**config.mk**
```make
export PLATFORM = sky130hd
export DESIGN_NAME = i2c_slave_flat
export DESIGN_NICKNAME = d
export VERILOG_FILES = /design/src/rtl/i2c_slave_if.sv /design/src/rtl/i2c_slave.sv /design/src/flat_wrapper.sv
export SDC_FILE = /design/constraint.sdc
export NUM_CORES = 1
export LEC_CHECK = 0
export CAP_MARGIN = 5
export CORE_MARGIN = 2
export CORE_UTILIZATION = 50
export CTS_BUF_LIST = sky130_fd_sc_hd__clkbuf_4 sky130_fd_sc_hd__clkbuf_8
export DETAILED_ROUTE_END_ITERATION = 10
export PLACE_DENSITY = 0.82
export SETUP_SLACK_MARGIN = 0.2
export SYNTH_ARGS = -nofsm -noshare
export SYNTH_HDL_FRONTEND = slang
export SYNTH_SLANG_ARGS = --single-unit
```
**constraint.sdc**
```tcl
create_clock -name CLK -period 3.8 [get_ports CLK]
set_clock_uncertainty 0.15 [all_clocks]
set_input_delay 1.14 -clock CLK [delete_from_list [all_inputs] [get_ports CLK]]
set_output_delay 1.14 -clock CLK [all_outputs]
set_load 0.02 [all_outputs]
```
**src/rtl/i2c_slave_if.sv**
```systemverilog
// Bus bundle for the I2C target: pin-side SCL/SDA plus the byte-level user side.
`timescale 1ns/1ps
interface i2c_slave_if;
  logic       SCL;
  logic       SDA_IN;
  logic       SDA_OE;
  logic [7:0] Data_IN;
  logic [7:0] Data_OUT;
  logic       Data_Valid;
  logic       Rd_Req;
  logic       Busy;

  modport slave (
    input  SCL, SDA_IN, Data_IN,
    output SDA_OE, Data_OUT, Data_Valid, Rd_Req, Busy
  );

  modport master (
    output SCL, SDA_IN, Data_IN,
    input  SDA_OE, Data_OUT, Data_Valid, Rd_Req, Busy
  );
endinterface

```
**src/rtl/i2c_slave.sv**
```systemverilog
// I2C target with a fixed 7-bit address. SCL/SDA are oversampled on CLK,
// START/STOP are detected from the synchronised pins, and SDA is only ever
// pulled low through SDA_OE.
//
// state     | meaning
// IDLE      | not addressed, ignoring the bus until START
// ADDR      | shifting in address + R/W
// ADDR_ACK  | pulling SDA low for the address ACK
// WRITE     | shifting in a data byte from the master
// WRITE_ACK | pulling SDA low for the data ACK
// READ      | driving a data byte out, MSB first
// READ_ACK  | released, sampling the master's ACK/NACK
`timescale 1ns/1ps
module i2c_slave #(
  parameter logic [6:0] SLAVE_ADDR = 7'h19
) (
  input  logic    CLK,
  input  logic    RST,
  i2c_slave_if.slave bus
);

  typedef enum logic [2:0] {
    IDLE,
    ADDR,
    ADDR_ACK,
    WRITE,
    WRITE_ACK,
    READ,
    READ_ACK
  } state_t;

  logic scl_s1, scl_s2, scl_d;
  logic sda_s1, sda_s2, sda_d;

  state_t     state;
  logic [3:0] bit_cnt;
  logic [7:0] shift_reg;
  logic       rw;

  logic       scl_rise, scl_fall, scl_high;
  logic       start_ev, stop_ev;
  logic [7:0] rx_byte;

  // Two-stage synchronisers plus one history stage; reset to the idle-bus level
  // so leaving reset never looks like a bus edge.
  always_ff @(posedge CLK or posedge RST) begin
    if (RST) begin
      scl_s1 <= 1'b1;
      scl_s2 <= 1'b1;
      scl_d  <= 1'b1;
      sda_s1 <= 1'b1;
      sda_s2 <= 1'b1;
      sda_d  <= 1'b1;
    end else begin
      scl_s1 <= bus.SCL;
      scl_s2 <= scl_s1;
      scl_d  <= scl_s2;
      sda_s1 <= bus.SDA_IN;
      sda_s2 <= sda_s1;
      sda_d  <= sda_s2;
    end
  end

  assign scl_rise = scl_s2 & ~scl_d;
  assign scl_fall = ~scl_s2 & scl_d;
  // SCL must be high in both the current and previous sample so an SDA change
  // that lands in the same sample as an SCL edge is not taken as START/STOP.
  assign scl_high = scl_s2 & scl_d;
  assign start_ev = scl_high & sda_d & ~sda_s2;
  assign stop_ev  = scl_high & ~sda_d & sda_s2;
  assign rx_byte  = {shift_reg[6:0], sda_s2};

  // Protocol FSM; every output is registered here.
  always_ff @(posedge CLK or posedge RST) begin
    if (RST) begin
      state          <= IDLE;
      bit_cnt        <= 4'd0;
      shift_reg      <= 8'd0;
      rw             <= 1'b0;
      bus.SDA_OE     <= 1'b0;
      bus.Data_OUT   <= 8'd0;
      bus.Data_Valid <= 1'b0;
      bus.Rd_Req     <= 1'b0;
      bus.Busy       <= 1'b0;
    end else begin
      bus.Data_Valid <= 1'b0;
      bus.Rd_Req     <= 1'b0;
      if (start_ev) begin
        state      <= ADDR;
        bit_cnt    <= 4'd0;
        bus.SDA_OE <= 1'b0;
        bus.Busy   <= 1'b0;
      end else if (stop_ev) begin
        state      <= IDLE;
        bus.SDA_OE <= 1'b0;
        bus.Busy   <= 1'b0;
      end else begin
        case (state)
          IDLE: begin
          end
          ADDR: begin
            if (scl_rise && bit_cnt < 4'd8) begin
              shift_reg <= rx_byte;
              bit_cnt   <= bit_cnt + 4'd1;
              if (bit_cnt == 4'd7) begin
                if (rx_byte[7:1] == SLAVE_ADDR) begin
                  bus.Busy   <= 1'b1;
                  rw         <= rx_byte[0];
                  bus.Rd_Req <= rx_byte[0];
                end else begin
                  state <= IDLE;
                end
              end
            end else if (scl_fall && bit_cnt == 4'd8) begin
              bus.SDA_OE <= 1'b1;
              state      <= ADDR_ACK;
            end
          end
          ADDR_ACK: begin
            if (scl_fall) begin
              bit_cnt <= 4'd0;
              if (rw) begin
                shift_reg  <= bus.Data_IN;
                bus.SDA_OE <= ~bus.Data_IN[7];
                state      <= READ;
              end else begin
                bus.SDA_OE <= 1'b0;
                state      <= WRITE;
              end
            end
          end
          WRITE: begin
            if (scl_rise && bit_cnt < 4'd8) begin
              shift_reg <= rx_byte;
              bit_cnt   <= bit_cnt + 4'd1;
              if (bit_cnt == 4'd7) begin
                bus.Data_OUT   <= rx_byte;
                bus.Data_Valid <= 1'b1;
              end
            end else if (scl_fall && bit_cnt == 4'd8) begin
              bus.SDA_OE <= 1'b1;
              state      <= WRITE_ACK;
            end
          end
          WRITE_ACK: begin
            if (scl_fall) begin
              bus.SDA_OE <= 1'b0;
              bit_cnt    <= 4'd0;
              state      <= WRITE;
            end
          end
          READ: begin
            // bit_cnt counts falling edges that end a driven bit; the 8th ends bit 0.
            if (scl_fall) begin
              if (bit_cnt == 4'd7) begin
                bus.SDA_OE <= 1'b0;
                bit_cnt    <= 4'd0;
                state      <= READ_ACK;
              end else begin
                shift_reg  <= {shift_reg[6:0], 1'b0};
                bus.SDA_OE <= ~shift_reg[6];
                bit_cnt    <= bit_cnt + 4'd1;
              end
            end
          end
          READ_ACK: begin
            // A falling edge here always follows an ACK'd rising edge; NACK leaves the state.
            if (scl_rise) begin
              if (!sda_s2) begin
                bus.Rd_Req <= 1'b1;
              end else begin
                bus.Busy <= 1'b0;
                state    <= IDLE;
              end
            end else if (scl_fall) begin
              shift_reg  <= bus.Data_IN;
              bus.SDA_OE <= ~bus.Data_IN[7];
              bit_cnt    <= 4'd0;
              state      <= READ;
            end
          end
          default: state <= IDLE;
        endcase
      end
    end
  end

endmodule

```
**src/flat_wrapper.sv**
```systemverilog
// flat-port wrapper written by rule: the top's interface ports become plain ports
module i2c_slave_flat 
#(
  parameter logic [6:0] SLAVE_ADDR = 7'h19
)
  (CLK, RST, bus_SCL, bus_SDA_IN, bus_Data_IN, bus_SDA_OE, bus_Data_OUT, bus_Data_Valid, bus_Rd_Req, bus_Busy);
  i2c_slave_if bus_i ();
  input  logic CLK;
  input  logic RST;
  input wire logic [$bits(bus_i.SCL)-1:0] bus_SCL;
  input wire logic [$bits(bus_i.SDA_IN)-1:0] bus_SDA_IN;
  input wire logic [$bits(bus_i.Data_IN)-1:0] bus_Data_IN;
  output wire logic [$bits(bus_i.SDA_OE)-1:0] bus_SDA_OE;
  output wire logic [$bits(bus_i.Data_OUT)-1:0] bus_Data_OUT;
  output wire logic [$bits(bus_i.Data_Valid)-1:0] bus_Data_Valid;
  output wire logic [$bits(bus_i.Rd_Req)-1:0] bus_Rd_Req;
  output wire logic [$bits(bus_i.Busy)-1:0] bus_Busy;
  assign bus_i.SCL = bus_SCL;
  assign bus_i.SDA_IN = bus_SDA_IN;
  assign bus_i.Data_IN = bus_Data_IN;
  assign bus_SDA_OE = bus_i.SDA_OE;
  assign bus_Data_OUT = bus_i.Data_OUT;
  assign bus_Data_Valid = bus_i.Data_Valid;
  assign bus_Rd_Req = bus_i.Rd_Req;
  assign bus_Busy = bus_i.Busy;
  i2c_slave #(.SLAVE_ADDR(SLAVE_ADDR)) u_core (.CLK(CLK), .RST(RST), .bus(bus_i));
endmodule
```
* Yosys cells after proc, flatten, opt, wreduce, memory -nomap -nowiden *
Cells that the tools add are included.

word-level totals
  word-level logic and storage cells = 155
  register bits = 33

cells by class
  reduce and logical (&&, ||, !) cells = 16
  eq/ne operators = 41
  mux-type cells = 66
  $lt $le $gt $ge = 1
  $add $sub $neg = 1
  bitwise operators = 15

operators by type and width
  operator              count
  $mux W7               7
  $mux W3               16
  $ne A4 B1 Y1 const B  12
  $mux W1               30
  $mux W4               7
  $pmux W7 S4           1
  $pmux W3 S7           1
  $pmux W4 S4           1
  $ne A2 B1 Y1 const B  6
  $reduce_and A12 Y1    1
  $reduce_and A6 Y1     2
  $ne A5 B1 Y1 const B  2
  $ne A5 B3 Y1 const B  2
  $reduce_and A10 Y1    1
  $reduce_and A5 Y1     2
  $eq A3 B3 Y1 const B  3
  $ne A3 B1 Y1 const B  3
  $ne A4 B2 Y1 const B  2
  $not A1 Y1            8
  $reduce_and A8 Y1     1
  $reduce_bool A4 Y1    2
  $and A1 B1 Y1         7
  $eq A7 B5 Y1 const B  1
  $reduce_bool A7 Y1    1
  other kinds (16)      21

* Depth between registers and ports, before layout *
Gate-level depths: netlist of run 1.

  word-level depth = 8
  gate-level depth with buffers = 8
  mapped depth without buffers = 6

* Worst setup path before layout of run 1 *
OpenSTA, ideal clock, no wires.

  kind = flip-flop to flip-flop
  from = register u_core.bit_cnt[0]
  to = register u_core.shift_reg[0]
  clock period less this slack = 2.095 ns
  setup slack = 1.705 ns
  arrival time = 1.820 ns
  library setup time = 0.125 ns
  stages on the path, launching flop included = 8
  path buffers = 1
  required time = 3.525 ns
  cells stage by stage = dfrtp_1 > ha_1 > and3b_1 > o21ai_1 > a21oi_1 > or3_1 > buf_2 > mux2_4

between the ends
  word-level cells in the longest chain between the ends = 4
  elaborated cells on any way between the ends = 6

RTL lines
  element                         line                                text
  from (decl)                     i2c_slave.sv:36                     logic [3:0] bit_cnt;
  from (signal assigned)          i2c_slave.sv:104                    bit_cnt <= bit_cnt + 4'd1;
  from (signal assigned)          i2c_slave.sv:135                    bit_cnt <= bit_cnt + 4'd1;
  from (signal assigned)          i2c_slave.sv:162                    bit_cnt <= bit_cnt + 4'd1;
  $lt A4 B4 Y1                    i2c_slave.sv:102, i2c_slave.sv:133
  $logic_and A1 B1 Y1             i2c_slave.sv:102, i2c_slave.sv:133
  $ne A2 B1 Y1 (no line)          -
  $reduce_and A10 Y1 (no line) *  -
  to (signal assigned)            i2c_slave.sv:103                    shift_reg <= rx_byte;
  to (signal assigned)            i2c_slave.sv:123                    shift_reg <= bus.Data_IN;
  to (signal assigned)            i2c_slave.sv:134                    shift_reg <= rx_byte;
  to (decl)                       i2c_slave.sv:37                     logic [7:0] shift_reg;

Every way passes the cells marked *; elsewhere a longest branch is shown, timed or not.
A chain may end at the register's enable or synchronous reset.

* Worst setup path in the final report of run 1 *
  from = register u_core.bus.Data_OUT[7]
  to = output port bus_Data_OUT[7]

RTL lines
  element                 line                text
  from (decl)             i2c_slave_if.sv:15  output SDA_OE, Data_OUT, Data_Valid, Rd_Req, Busy
  from (signal assigned)  i2c_slave.sv:137    bus.Data_OUT <= rx_byte;
  to (decl)               flat_wrapper.sv:14  output wire logic [$bits(bus_i.Data_OUT)-1:0] bus_Data_OUT;

No word-level cell between the ends.

==> results of run 1 <==
[synth_stat cells (2+ instances only)]
master / n / share of area (%)
a32o_2: 2 / 1.2
buf_2: 6 / 1.6
nor2_1: 6 / 1.2
buf_6: 3 / 1.8
buf_4: 2 / 0.79
and3_1: 3 / 0.98
o2bb2ai_1: 4 / 1.8
or3_1: 2 / 0.65
nand3b_1: 2 / 0.79
and2_1: 2 / 0.65
o21ai_0: 10 / 2.6
nand2_1: 7 / 1.4
nor3_1: 5 / 1.3
o22ai_1: 2 / 0.65
a21oi_1: 10 / 2.6
nand2b_1: 4 / 1.3
mux2_2: 13 / 7.7
clkbuf_1: 2 / 0.39
dfrtp_1: 27 / 35
o21ai_1: 3 / 0.79
nor2b_1: 6 / 2.0
nand3_1: 6 / 1.6
ha_1: 2 / 1.3
dfstp_2: 6 / 8.2
inv_1: 12 / 2.4
mux2_4: 7 / 5.5
mux2i_1: 4 / 2.1
[stage by stage]
step                hold WS [ns]  utilization (%)  area (um2)  std cells  setup WS, ns
floorplan                  0.195                -        1910        183          1.71
global placement           0.196             57.9        2120        241          1.47
detailed placement         0.197             57.9        2120        241          1.44
CTS                        0.204             60.7        2220        249          1.24
global route               0.208             60.7        2220        249          1.21
finish                     0.202             60.7        2220        249          1.25
[final cells by class]
type	instances	share of cell area, %
Clock buffer	7	4.34
Clock inverter	1	0.225
Inverter	12	2.03
Multi-Input combinational cell	124	42.5
Sequential cell	33	37.5
Tap cell	48	2.70
Timing Repair Buffer	24	10.7
[final timing paths]
| check | end | slack, ns | cells past startpoint |
|---|---|---|---|
| setup / recovery | bus_Data_OUT[7] | 1.25 | 1 |
| hold / removal | u_core.scl_s2$_DFF_PP1_ | 0.20 | 0 |
| setup reg to reg | u_core.shift_reg[2]$_DFFE_PP0P_ | 1.47 | 6 |
| hold reg to reg | u_core.scl_s2$_DFF_PP1_ | 0.20 | 0 |
| max in group asynchronous | u_core.sda_s2$_DFF_PP1_ | 2.08 | 3 |
| min in group asynchronous | u_core.bit_cnt[3]$_DFFE_PP0P_ | 1.10 | 3 |
[kinds of logic (layout without fill, tap and decap cells)]
logic type,Yosys count,in the layout
xor+xnor,1,1
compound gates,47,47
flops,33,33
buf+inv,26,44
mux,24,24
fa+ha+maj,2,2
simple gates,50,50
[routing by layer]
metal	wire (um)	track usage (%)
met5	0	0
met4	55	5.99
met3	203	5.11
met2	1820	31.4
met1	1710	26.7
[worst reg2reg max path: stages (launching register included)]
cell and delay, ns:
dfrtp_1 0.42, ha_1 0.26, and3b_1 0.21, o21ai_1 0.12, a21oi_1 0.09, or3_1 0.59
mux2_4 0.38
[layout by cell type (no fill, tap or decap), types with 2 or more instances in the layout]
master / netlist / routed
o2bb2ai_1: 4 / 4
and2_1: 2 / 2
o22ai_1: 2 / 2
inv_1: 12 / 12
nand3b_1: 2 / 2
or3_1: 2 / 2
nand2b_1: 4 / 4
dfrtp_1: 27 / 27
nand2_1: 7 / 7
dfstp_2: 6 / 6
a21oi_1: 10 / 10
nor2b_1: 6 / 6
mux2i_1: 4 / 4
clkbuf_8: 0 / 7
nor3_1: 5 / 5
nor2_1: 6 / 6
nand3_1: 6 / 6
and3_1: 3 / 3
o21ai_1: 3 / 3
mux2_2: 13 / 13
clkdlybuf4s50_1: 0 / 23
o21ai_0: 10 / 10
mux2_4: 7 / 7
ha_1: 2 / 2
a32o_2: 2 / 2
[where the power goes]
part	internal [mW]	switching (mW)	total (mW)
Combinational	0.180	0.145	0.325
Sequential	0.419	0.0974	0.516
Clock	0.164	0.124	0.288
Total	0.762	0.367	1.13
==> results.py, run 1 <==
metrics = {
    "run_status": {
        "status": "completed",
    },
    "placed_design": {
        "io_buffers": 23,
        "hpwl_mm": 2.55,
        "gp_congestion": 0.841,
    },
    "clocking": {
        "numClockSinks": 33,
        "post-cts-setup-buffers": 0,
        "root_buffer": "clkbuf_8",
        "holdBufCountCts": 0,
        "clock_path_buffers": 2,
        "cts_buffers": 5,
        "clk_latency_ns": 0.28,
        "cts-htree-levels": 2,
        "cts.repair.resized": 0,
        "cts.clk_slew.worst_paths_ns": 0.06,
        "cts_tree": "built",
    },
    "critical_path": {
        "critPathMaxStageDelay_ns": 0.62,
        "worstSetupPathType": "reg2out",
        "critPathLaunchType": "register",
        "arrival_ns": 1.26,
        "path_cells": "clkdlybuf4s50_1",
        "required_ns": 2.51,
        "r2r_start": "u_core.bit_cnt[0]$_DFFE_PP0P_",
        "endpoint_kind": "output pin",
        "cp_top_family": "buffers and inverters",
        "crit_path_max_fanout": 2,
        "crit_buf_inv": 1,
        "cp_slowest_cell": "clkdlybuf4s50_1",
        "crit_path_start": "u_core.bus.Data_OUT[7]$_DFFE_PP0P_",
    },
    "detailed_routing": {
        "vias": 1440,
        "vias_per_cell": 5.78,
        "drc": 0,
        "wire_per_inst_um": 15.2,
        "firstDrtPassIters": 5,
        "drtIter0Drc": 93,
        "ant_nets": 0,
        "drt_wl_total_mm": 3.79,
    },
    "synthesis": {
        "yosysSeqAreaShare_pct": 43.6,
        "synth_top_family_by_area": "compound AO/OA/AOI/OAI gates",
        "synth_ff_type": "dfrtp_1",
        "synth.distinct_cells": 52,
        "syn-num-nets": 197,
        "async_flop_share_pct": 100,
        "synth-edff-count": 0,
        "ys_ff_latch": 33,
        "synth_xor_area_share_pct": 0.458,
        "synth_simple_gate_area_share_pct": 15.4,
        "synth_compound_area_share_pct": 16.9,
        "synthMuxAreaShare_pct": 15.2,
        "syn-instance-count": 183,
        "synth.avg_cell_area_um2": 10.4,
        "synth-adder-area-share_pct": 1.31,
        "yosys_warnings": 0,
        "synth_area_um2": 1910,
    },
    "die": {
        "row_count": 22,
        "start_util_pct": 52.2,
        "dieArea_um2": 4330,
        "die_w_um": 65.8,
        "die_h_um": 65.8,
        "core_area_um2": 3660,
        "pin_count": 24,
    },
    "run": {
        "drv_cap": 0,
    },
    "timing": {
        "timing.final.hold_violations": 0,
        "setup_viol": 0,
        "finalSetupTns_ns": 0,
        "tightestPinTransition_ns": 0.653,
        "post-route-period-util_pct": 67.1,
        "slew_violations": 0,
        "rsz0062_at_grt": "false",
        "timing.fmax_mhz": 392,
        "relSlewSlack_pct": 56.5,
        "fin_crit_ns": 2.55,
    },
    "power_and_ir_drop": {
        "cellLeakagePower_nw": 0.981,
        "vdd_ir_drop_max_v": 0.000402,
        "powerDensity_nw_per_um2": 508,
        "power.total_mw": 1.13,
    },
    "final_layout": {
        "multi_input_area_um2": 943,
        "final_net_count": 214,
        "area_growth_pct": 16.2,
        "diodes": 0,
        "drive_gt1_share_pct": 20.9,
        "largest_reg_flops": 8,
        "ff_latch_area_um2": 833,
        "filler_cell_count": 296,
    },
    "global_routing": {
        "grt_antenna_before_repair": 0,
        "grt-ovfl-total": 0,
        "track_usage_pct": 19.8,
        "grt_pass1_vias": 1335,
        "grt_max_degree": 34,
        "grt_pass1_wl_mm": 6.51,
    },
    "hold_path": {
        "hp-start": "u_core.scl_s1$_DFF_PP1_",
        "hold_class": "reg2reg",
    },
}
Note: power is estimated with default switching activity, not from simulation.
==> inputs of run 2 (changes only) <==
clock period = 2.6 ns   (was 3.8 ns; I/O delays follow)
==> results.py, run 2 (same netlist as run 1, synthesis figures left out) <==
metrics = {
    "hold_path": {
        "hold_class": "reg2reg",
    },
    "timing": {
        "timing.fmax_mhz": 434,
        "tightestPinTransition_ns": 0.540,
        "rsz0062_at_grt": "false",
        "whs_ns": 0.201,
        "relSlewSlack_pct": 64.0,
        "post-route-period-util_pct": 88.6,
        "worst_slack_ns": 0.297,
        "setup_viol": 0,
        "slew_violations": 0,
        "timing.final.hold_violations": 0,
        "fin_crit_ns": 2.30,
        "finalSetupTns_ns": 0,
    },
    "detailed_routing": {
        "wire_per_inst_um": 15.1,
        "firstDrtPassIters": 4,
        "drt_wl_total_mm": 3.80,
        "drtIter0Drc": 78,
        "drc": 0,
        "vias_per_cell": 5.80,
        "vias": 1455,
        "ant_nets": 0,
    },
    "die": {
        "die_h_um": 65.8,
        "row_count": 22,
        "pin_count": 24,
        "dieArea_um2": 4330,
        "core_area_um2": 3660,
        "start_util_pct": 52.2,
        "die_w_um": 65.8,
    },
    "critical_path": {
        "reg2reg_depth": 6,
        "arrival_ns": 2.33,
        "worstReg2RegEnd": "u_core.shift_reg[1]$_DFFE_PP0P_",
        "endpoint_kind": "register",
        "crit_path_max_fanout": 7,
        "r2r_slack_ns": 0.30,
        "worstSetupPathType": "reg2reg",
        "required_ns": 2.62,
        "r2r_start": "u_core.bit_cnt[0]$_DFFE_PP0P_",
        "crit_end": "u_core.shift_reg[1]$_DFFE_PP0P_",
        "crit_path_start": "u_core.bit_cnt[0]$_DFFE_PP0P_",
        "critPathLaunchType": "register",
    },
    "power_and_ir_drop": {
        "switching_power_mw": 0.538,
        "p_comb_share_pct": 30.2,
        "seqPwrFrac_pct": 46.3,
        "p_sw_share_pct": 33.3,
        "powerDensity_nw_per_um2": 728,
        "vdd_ir_drop_max_v": 0.000547,
        "p_int_mw": 1.08,
        "clockPowerShare_pct": 23.5,
        "cellLeakagePower_nw": 0.984,
    },
    "placed_design": {
        "place_inst": 243,
        "place_ws_ns": 0.319,
        "hpwl_mm": 2.71,
        "io_buffers": 23,
        "gp_congestion": 0.903,
    },
    "global_routing": {
        "grt_pass1_wl_mm": 6.49,
        "grt-ovfl-total": 0,
        "grt_antenna_before_repair": 0,
        "grt_pass1_vias": 1385,
        "track_usage_pct": 19.9,
        "grt_max_degree": 34,
    },
    "final_layout": {
        "fin_util_pct": 60.7,
        "final_net_count": 216,
        "final_cells": 251,
        "layout_common_cells": "dfrtp_1, clkdlybuf4s50_1, mux2_2",
        "diodes": 0,
        "final_common_cell": "dfrtp_1",
        "largest_reg_flops": 8,
        "area_growth_pct": 16.2,
        "drive_gt1_share_pct": 21.7,
    },
    "run_status": {
        "status": "completed",
    },
    "clocking": {
        "cts-htree-levels": 2,
        "clock_path_buffers": 2,
        "cts_tree": "built",
        "numClockSinks": 33,
        "post-cts-setup-buffers": 0,
        "cts.clk_slew.worst_paths_ns": 0.07,
        "cts_buffers": 5,
        "cts.repair.resized": 0,
        "root_buffer": "clkbuf_8",
        "clk_latency_ns": 0.29,
        "holdBufCountCts": 0,
    },
    "run": {
        "drv_cap": 0,
    },
}
[run 2: changes by cell type in the layout (fill, tap and decap cells not counted)]
cell / change
buf_4: +2
clkbuf_4: +1
clkbuf_8: -2
clkinv_2: +1
[run 2: how the worst min path moves through the flow]
| stage | from | endpoint | cells past startpoint |
|---|---|---|---|
| floorplan | u_core.scl_s1$_DFF_PP1_ | u_core.scl_s2$_DFF_PP1_ | 0 |
| global placement | u_core.sda_s1$_DFF_PP1_ | u_core.sda_s2$_DFF_PP1_ | 0 |
| detailed placement | u_core.sda_s1$_DFF_PP1_ | u_core.sda_s2$_DFF_PP1_ | 0 |
| CTS | u_core.sda_s1$_DFF_PP1_ | u_core.sda_s2$_DFF_PP1_ | 0 |
| global route | u_core.scl_s1$_DFF_PP1_ | u_core.scl_s2$_DFF_PP1_ | 0 |
| finish | u_core.scl_s1$_DFF_PP1_ | u_core.scl_s2$_DFF_PP1_ | 0 |
[run 2: routing by layer]
layer	routed length, um	global-route usage (%)
met1	1730	27.8
met2	1790	29.9
met3	208	4.43
met4	69	8.07
met5	0	0
[run 2: power by group through the flow]
stage	sequential (mW)	clock (mW)	combinational, mW
after floorplan	0.689	0	0.428
after global placement	0.749	0	0.476
after detailed placement	0.754	0	0.487
after CTS	0.744	0.385	0.491
after global routing	0.763	0.405	0.540
final	0.748	0.379	0.489
[run 2: final cells by class]
| type | instances | area, um2 |
|---|---|---|
| Clock buffer | 6 | 76.3 |
| Clock inverter | 2 | 10.0 |
| Fill cell | 298 | 1440 |
| Inverter | 12 | 45.0 |
| Multi-Input combinational cell | 124 | 943 |
| Sequential cell | 33 | 833 |
| Tap cell | 48 | 60.1 |
| Timing Repair Buffer | 26 | 253 |
[run 2: critical path, cell delays in order, from the launching register on]
cell and delay (ns):
dfrtp_1 0.43, ha_1 0.25, and3b_1 0.21, o21ai_1 0.12, a21oi_1 0.07, or3_1 0.58, mux2_4 0.37
[run 2: per-stage QoR]
step | power, mW | instance area [um2]
5_1_grt | 1.71 | 2220
2_1_floorplan | 1.12 | 1910
3_3_place_gp | 1.23 | 2130
4_1_cts | 1.62 | 2220
3_5_place_dp | 1.24 | 2130
6_report | 1.62 | 2220
